--- src/rtl/spi_pkg.sv ---
// Shared SPI definitions: FSM state encoding, default word width and mode-0 constants.
// Also used by spi_slave.
package spi_pkg;

  typedef enum logic [2:0] {
    ST_IDLE,
    ST_SETUP,
    ST_XFER,
    ST_HOLD,
    ST_GAP
  } spi_state_e;

  localparam int unsigned SPI_DATA_W = 8;

  // Mode 0: clock idles low, data is sampled on the rising edge and shifted on the falling edge.
  localparam logic SPI_CPOL    = 1'b0;
  localparam logic SPI_CPHA    = 1'b0;
  localparam logic SCLK_IDLE   = SPI_CPOL;
  localparam logic SS_ACTIVE   = 1'b0;
  localparam logic SS_INACTIVE = 1'b1;

endpackage

--- src/rtl/spi_clk_div.sv ---
// Half-period counter: while enable is high, tick pulses for one cycle every CLK_DIV clk cycles.
// The counter is held at zero while disabled, so every phase starts on a clean count.
module spi_clk_div #(
  parameter int unsigned CLK_DIV = 4
) (
  input  logic clk,
  input  logic rst,
  input  logic enable,
  output logic tick
);

  logic [7:0] cnt_q, cnt_d;

  always_comb begin
    tick  = enable && (cnt_q == 8'(CLK_DIV - 1));
    cnt_d = cnt_q;
    if (!enable || tick) begin
      cnt_d = '0;
    end else begin
      cnt_d = cnt_q + 8'd1;
    end
  end

  always_ff @(posedge clk or posedge rst) begin
    if (rst) begin
      cnt_q <= '0;
    end else begin
      cnt_q <= cnt_d;
    end
  end

endmodule

--- src/rtl/spi_master.sv ---
// Mode-0 SPI master, MSB first: SETUP, DATA_W clock pulses, HOLD and GAP phases.
// Each phase is CLK_DIV cycles long. All outputs are registered.
module spi_master
  import spi_pkg::*;
#(
  parameter int unsigned CLK_DIV = 4,
  parameter int unsigned DATA_W  = SPI_DATA_W
) (
  input  logic              clk,
  input  logic              rst,
  input  logic              start,
  input  logic [DATA_W-1:0] tx_data,
  output logic [DATA_W-1:0] rx_data,
  output logic              busy,
  output logic              done,
  output logic              ss,
  output logic              sclk,
  output logic              mosi,
  input  logic              miso
);

  localparam int unsigned BIT_W = $clog2(DATA_W + 1);

  spi_state_e        state_q, state_d;
  logic [DATA_W-1:0] tx_sh_q, tx_sh_d;
  logic [DATA_W-1:0] rx_sh_q, rx_sh_d;
  logic [DATA_W-1:0] rx_data_q, rx_data_d;
  logic [BIT_W-1:0]  bit_cnt_q, bit_cnt_d;
  logic              ss_q, ss_d;
  logic              sclk_q, sclk_d;
  logic              mosi_q, mosi_d;
  logic              busy_q, busy_d;
  logic              done_q, done_d;
  logic              div_en;
  logic              tick;

  assign div_en = (state_q != ST_IDLE);

  spi_clk_div #(
    .CLK_DIV(CLK_DIV)
  ) u_clk_div (
    .clk   (clk),
    .rst   (rst),
    .enable(div_en),
    .tick  (tick)
  );

  always_comb begin
    state_d   = state_q;
    tx_sh_d   = tx_sh_q;
    rx_sh_d   = rx_sh_q;
    rx_data_d = rx_data_q;
    bit_cnt_d = bit_cnt_q;
    ss_d      = ss_q;
    sclk_d    = sclk_q;
    mosi_d    = mosi_q;
    busy_d    = busy_q;
    done_d    = 1'b0;

    unique case (state_q)
      ST_IDLE: begin
        if (start) begin
          state_d   = ST_SETUP;
          tx_sh_d   = tx_data;
          rx_sh_d   = '0;
          bit_cnt_d = '0;
          ss_d      = SS_ACTIVE;
          sclk_d    = SCLK_IDLE;
          mosi_d    = tx_data[DATA_W-1];
          busy_d    = 1'b1;
        end
      end
      ST_SETUP: begin
        if (tick) begin
          state_d = ST_XFER;
          sclk_d  = ~SCLK_IDLE;
        end
      end
      ST_XFER: begin
        if (tick) begin
          if (sclk_q == SCLK_IDLE) begin
            sclk_d = ~SCLK_IDLE;
          end else begin
            // Falling edge: sample miso, then advance mosi unless this was the last bit.
            sclk_d    = SCLK_IDLE;
            rx_sh_d   = {rx_sh_q[DATA_W-2:0], miso};
            bit_cnt_d = BIT_W'(bit_cnt_q + 1'b1);
            if (bit_cnt_q == BIT_W'(DATA_W - 1)) begin
              state_d = ST_HOLD;
            end else begin
              tx_sh_d = tx_sh_q << 1;
              mosi_d  = tx_sh_d[DATA_W-1];
            end
          end
        end
      end
      ST_HOLD: begin
        if (tick) begin
          state_d   = ST_GAP;
          ss_d      = SS_INACTIVE;
          rx_data_d = rx_sh_q;
          done_d    = 1'b1;
        end
      end
      ST_GAP: begin
        if (tick) begin
          state_d = ST_IDLE;
          busy_d  = 1'b0;
        end
      end
      default: begin
        state_d = ST_IDLE;
      end
    endcase
  end

  always_ff @(posedge clk or posedge rst) begin
    if (rst) begin
      state_q   <= ST_IDLE;
      tx_sh_q   <= '0;
      rx_sh_q   <= '0;
      rx_data_q <= '0;
      bit_cnt_q <= '0;
      ss_q      <= SS_INACTIVE;
      sclk_q    <= SCLK_IDLE;
      mosi_q    <= 1'b0;
      busy_q    <= 1'b0;
      done_q    <= 1'b0;
    end else begin
      state_q   <= state_d;
      tx_sh_q   <= tx_sh_d;
      rx_sh_q   <= rx_sh_d;
      rx_data_q <= rx_data_d;
      bit_cnt_q <= bit_cnt_d;
      ss_q      <= ss_d;
      sclk_q    <= sclk_d;
      mosi_q    <= mosi_d;
      busy_q    <= busy_d;
      done_q    <= done_d;
    end
  end

  assign rx_data = rx_data_q;
  assign busy    = busy_q;
  assign done    = done_q;
  assign ss      = ss_q;
  assign sclk    = sclk_q;
  assign mosi    = mosi_q;

endmodule

--- config.mk ---
export PLATFORM = sky130hd
export DESIGN_NAME = spi_master
export DESIGN_NICKNAME = d
export VERILOG_FILES = /design/src/rtl/spi_pkg.sv /design/src/rtl/spi_clk_div.sv /design/src/rtl/spi_master.sv
export SDC_FILE = /design/constraint.sdc
export NUM_CORES = 1
export LEC_CHECK = 0
export ABC_AREA = 1
export CELL_PAD_IN_SITES_DETAIL_PLACEMENT = 2
export CELL_PAD_IN_SITES_GLOBAL_PLACEMENT = 2
export CORE_ASPECT_RATIO = 1.4
export CORE_UTILIZATION = 29
export DETAILED_ROUTE_END_ITERATION = 12
export GPL_ROUTABILITY_DRIVEN = 1
export HOLD_SLACK_MARGIN = 0.12
export PLACE_DENSITY_LB_ADDON = 0.1
export SYNTH_ARGS = -nofsm -noshare
export SYNTH_HDL_FRONTEND = slang
export SYNTH_SLANG_ARGS = --single-unit
--- constraint.sdc ---
create_clock -name clk -period 1.3 [get_ports clk]
set_input_delay 0.13 -clock clk [delete_from_list [all_inputs] [get_ports clk]]
set_output_delay 0.13 -clock clk [all_outputs]
set_load 0.02 [all_outputs]
# [Word-level counts from Yosys, hierarchy flattened]
# Cells that the tools add are included.
[totals] wordCells=81 reg_bits=43
[op_classes] reduce_logical=16 n_eq_ne=14 addsub=2 mux=38
[op_table] cell="$mux 8" count=4
[op_table] cell="$mux 7" count=4
[op_table] cell="$mux 3" count=7
[op_table] cell="$ne 2x2->1 const B" count=8
[op_table] cell="$pmux 8 s2" count=1
[op_table] cell="$pmux 3 s5" count=1
[op_table] cell="$pmux 7 s2" count=1
[op_table] cell="$mux 1" count=12
[op_table] cell="$mux 4" count=3
[op_table] cell="$add 8x1->8 const B" count=1
[op_table] cell="$eq 8x2->1 const B" count=1
[op_table] cell="$pmux 4 s2" count=1
[op_table] cell="$reduce_and 4->1" count=2
[op_table] cell="$reduce_and 7->1" count=1
[op_table] cell="$eq 3x2->1 const B" count=2
[op_table] cell="$pmux 1 s2" count=3
[op_table] cell="$reduce_and 3->1" count=2
[op_table] cell="$reduce_bool 2->1" count=3
[op_table] cell="$reduce_bool 3->1" count=2
[op_table] cell="$reduce_and 5->1" count=1
[op_table] cell="$add 4x1->4 const B" count=1
[op_table] cell="$eq 4x3->1 const B" count=1
[op_table] cell="$eq 3x1->1 const B" count=1
[op_table] cell="$eq 3x3->1 const B" count=1
[op_table] cell="6 further kinds" count=6

# [Logic depth before layout (Yosys ltp)]
[depth] word_depth=5 depth_mapped=10 depth_no_buf=10

# [Modules after synthesis]
# From an unflattened synthesis, not the netlist that was laid out.
[hier_totals] cells_unflattened=279 hier_area_um2=2193.4
[modules_own_cells] module="spi_master" area_each_um2=1764.2 cells_per_inst=222 seq_area_each_um2=877.1 n_inst=1
[modules_own_cells] module="spi_clk_div" area_each_um2=429.2 cells_per_inst=57 seq_area_each_um2=200.2 n_inst=1

# [Least setup slack after synthesis]
# No wires, ideal clock.
[synth_timing] path_type="reg2reg" startpoint="register u_clk_div.cnt_q[0]" endpoint="register bit_cnt_q[0]" stages_incl_launch_ff=10 n_path_buf=1 setup_slack_ns=-0.056 t_arrival_ns=1.239 required_ns=1.183 path_cell_list="dfrtp_1 -> ha_1 -> nand2_1 -> nor2_4 -> inv_2 -> nand2_4 -> nand2_2 -> buf_6 -> nand2_1 -> nand2_1"
[synth_between] elab_chain_cells=4
[synth_lines] item="start, declared" line="spi_clk_div.sv:12" text="logic [7:0] cnt_q, cnt_d;"
[synth_lines] item="start signal, assigned" line="spi_clk_div.sv:28" text="cnt_q <= cnt_d;"
[synth_lines] item="$eq 8x2->1" line="spi_clk_div.sv:15" text="tick = enable && (cnt_q == 8'(CLK_DIV - 1));"
[synth_lines] item="$logic_and 1x1->1" line="spi_clk_div.sv:15"
[synth_lines] item="$ne 2x2->1 (no source line)"
[synth_lines] item="$reduce_and 4->1 (no source line)"
[synth_lines] item="end signal, assigned" line="spi_master.sv:134" text="bit_cnt_q <= bit_cnt_d;"
[synth_lines] item="end, declared" line="spi_master.sv:28" text="logic [BIT_W-1:0] bit_cnt_q, bit_cnt_d;"
# No other way between the ends.
# A chain may end at the register's enable or synchronous reset.

# [Final worst setup path]
[layout_timing] startpoint="register u_clk_div.cnt_q[1]" endpoint="register rx_sh_q[7]"
[layout_between] elab_chain_cells=4
[layout_lines] item="$eq 8x2->1" line="spi_clk_div.sv:15"
[layout_lines] item="$logic_and 1x1->1" line="spi_clk_div.sv:15"
[layout_lines] item="$ne 2x2->1 (no source line)"
[layout_lines] item="$reduce_and 4->1 (no source line)"
[layout_lines] item="end signal, assigned" line="spi_master.sv:132" text="rx_sh_q <= rx_sh_d;"
[layout_lines] item="end, declared" line="spi_master.sv:26" text="logic [DATA_W-1:0] rx_sh_q, rx_sh_d;"
# No other way between the ends.

==> results_dict.tcl <==
set metrics [dict create \
    grt_max_degree 44 \
    critical_path_buf_inv_count 2 \
    vias_per_cell 4.704 \
    drtPass1Iterations 3 \
    dieWidth_um 74.81 \
    fmax_mhz 646.4 \
    hold_ws_ns 0.1908 \
    dpl_cell_area_sq_um 2775 \
    rows 36 \
    busiest_layer "met2" \
    slew-limit-headroom_pct 81.32 \
    nFillCells 821 \
    h-tree-depth 2 \
    cts_tree "built" \
    startpoint_type "flip-flop" \
    timing.rr.end "rx_sh_q[7]$_DFFE_PP0P_" \
    finalInstanceArea_sq_um 3204 \
    setup_violations 42 \
    netlist_area_sq_um 2152 \
    ant_nets 0 \
    final.setup.worst_slack_ns -0.2471 \
    drc 0 \
    track_usage_pct 18.62 \
    die_area_sq_um 7774 \
    synth_cell_types 23 \
    crit_chain "ha_2 -> nand2_2 -> nor2_4 -> inv_2 -> nand2_4 -> clkbuf_16 -> nand3_1 -> nand2_1" \
    power.total_mw 7.617 \
    cpLargestDelayFamily "simple AND/OR/NAND/NOR gates" \
    synth_cells 274 \
    die_y_um 103.9 \
    synth_seq_cells 43 \
    initial_core_util_pct 30.43 \
    wl_per_cell_um 16.92 \
    fin_setup_tns_ns -5.484 \
    dp.cells 423 \
    dp_hpwl_um 4417 \
    reg2reg_setup_slack_ns -0.25 \
    cp.depth 8 \
    clkLatencyLatePin_ns 0.31 \
    cts_buffers 5 \
    crit_slowest_cell "dfrtp_1" \
    worst_pin_slew_ns 0.2781 \
    seq_area_frac_synth_pct 50.06 \
    rsz0062_at_grt "yes" \
    cap_violations 0 \
    cts_sinks 43 \
    grt_pass1_vias 2143 \
    finalHoldViolCount 0 \
    power.density_nw_per_um2 2377 \
    cp_max_fo 6 \
    power_leakage_nw 1.632 \
    root_buffer "clkbuf_8" \
    period_needed_ns 1.547 \
    vias 2098 \
    gr-usage-met2_pct 33.91 \
    min_path_type "input pin to async pin" \
    rr_startpoint "u_clk_div.cnt_q[1]$_DFF_PP0_" \
    clkTransAtPathRegs_ns 0.09 \
    diodes 0 \
    drt-total-wl_um 7545 \
    critPathCapture "rx_sh_q[7]$_DFFE_PP0P_" \
    slew_violations 0 \
    rr_worst_depth 8 \
    fin_nets 365 \
    overflow 0 \
    use_met3_pct 2.907 \
    antenna_found_initial 0 \
    critPathArrivalTime_ns 1.79 \
    synth_area_per_cell_sq_um 7.854 \
    violations "negative setup slack" \
    io_pins 25 \
    cts_buffer_depth 2 \
    core_sq_um 7072 \
    finalNonFillerCells 446 \
    slowest_delay_ns 0.40 \
    gp_congestion 0.7322 \
    yosys_warnings 0 \
    syn_to_final_growth_pct 48.90 \
    skew_ns 0.008038 \
    required_ns 1.55 \
    ir_drop_v 0.001002 \
    crit_type "flip-flop to flip-flop" \
    port-buffer-count 24 \
    drtIter0Drc 102 \
    fin_crit_sh_pct 119.0 \
    cp-end-kind "flip-flop" \
    worstSetupStartpoint "u_clk_div.cnt_q[1]$_DFF_PP0_" \
    syn_nets 288 \
    drive_gt1_share_pct 34.19 \
    grt_pass1_wl_um 10880 \
    status "complete, but fails checks" \
    met1_usage_pct 22.19 \
]
-- tightest hold or removal path, stage by stage --
cell	delay, ns
clkdlybuf4s50_1	0.42
clkinv_1	0.08
buf_12	0.24
-- kinds of logic (layout without fill, tap and decap cells) --
logic type | after synthesis | count (layout) | synth area share (%)
simple gates | 178 | 179 | 36.74
flops | 43 | 43 | 50.06
buf+inv | 34 | 110 | 7.732
compound gates | 15 | 15 | 3.488
fa+ha+maj | 2 | 2 | 1.163
xor+xnor | 2 | 2 | 0.8141
-- how the worst min path moves through the flow --
| stage | slack (ns) | from | endpoint |
|---|---|---|---|
| 2_1_floorplan | 0.28 | tx_data[0] | tx_sh_q[0]$_DFFE_PP0P_ |
| 3_3_place_gp | 0.46 | rx_sh_q[6]$_DFFE_PP0P_ | rx_sh_q[6]$_DFFE_PP0P_ |
| 3_5_place_dp | 0.46 | tx_sh_q[3]$_DFFE_PP0P_ | tx_sh_q[3]$_DFFE_PP0P_ |
| 4_1_cts | 0.23 | rst | rx_data[7]$_DFFE_PP0P_ |
| 5_1_grt | 0.22 | rst | bit_cnt_q[3]$_DFFE_PP0P_ |
| 6_report | 0.19 | rst | rx_sh_q[7]$_DFFE_PP0P_ |
-- synth_stat cells --
master | n | area share, %
buf_2 | 1 | 0.23
nand3_1 | 28 | 6.5
buf_6 | 3 | 1.6
inv_2 | 3 | 0.52
o21ai_0 | 9 | 2.1
dfrtp_1 | 42 | 49
o21ai_1 | 3 | 0.70
nor3_1 | 2 | 0.47
buf_4 | 4 | 1.4
nor2_2 | 1 | 0.29
nor2_1 | 27 | 4.7
xor2_1 | 2 | 0.81
nand4_1 | 1 | 0.29
a21oi_1 | 3 | 0.70
nand3_2 | 1 | 0.47
nand2_1 | 102 | 18
ha_1 | 2 | 1.2
nand2_4 | 1 | 0.52
nand2_2 | 7 | 2.0
inv_1 | 23 | 4.0
nand3b_1 | 3 | 1.0
nor2_4 | 5 | 2.6
dfstp_2 | 1 | 1.2
-- through the flow --
step	setup slack [ns]	utilization [%]
2_1_floorplan	0.0007523	-
3_3_place_gp	-0.1446	39.24
3_5_place_dp	-0.1843	39.24
4_1_cts	-0.1016	42.16
5_1_grt	-0.3070	45.31
6_report	-0.2471	45.31
-- cell type report --
class                      instances  area, sq um  share of cell area, %
sequential                        43         1080                  33.70
timing repair buffer              77        703.2                  21.94
clock buffer                       6        72.57                  2.265
clock inverter                     1        30.03                 0.9371
tap                               95        118.9                  3.709
multi-input combinational        198         1100                  34.32
inverter                          26        100.1                  3.124
-- metal layers --
metal / share of wire (%) / routed length, um
met5: 0 / 0
met4: 2.0 / 151
met3: 1.5 / 115
met2: 57 / 4268
met1: 40 / 3009
-- repair_timing --
action | 4_1_cts | 5_1_grt
setup buffers | 5 | 10
endpoints found under the setup margin | 54 | 44
gates resized for setup | 44 | 33
gates cloned | 1 | 1
pin swaps | 7 | 32
hold buffers | 0 | 0
-- where the power goes --
| group | internal (mW) | leakage [nW] | switching (mW) |
|---|---|---|---|
| Combinational | 2.06 | 1.01 | 2.56 |
| Clock | 0.564 | 0.0513 | 0.491 |
| Sequential | 1.67 | 0.571 | 0.263 |
| Total | 4.30 | 1.63 | 3.32 |
-- flip-flops by register name, indices dropped and copies added, names as in the netlist --
name	cells
rx_sh_q	8
u_clk_div.cnt_q	8
busy	1
mosi	1
done	1
tx_sh_q	7
state_q	3
ss	1
rx_data	8
sclk	1
bit_cnt_q	4
-- layout by cell type (no fill, tap or decap), drive strengths merged, types with 3 or more instances in the layout --
cell and count:
clkdlybuf4s50 11, a21oi 3, inv 25, dlygate4sd2 12
nor2 33, nand2 111, nand3b 3, o21ai 12
dfrtp 42, buf 52, nand3 29, clkbuf 8
Power figures use the tool's default switching activity.
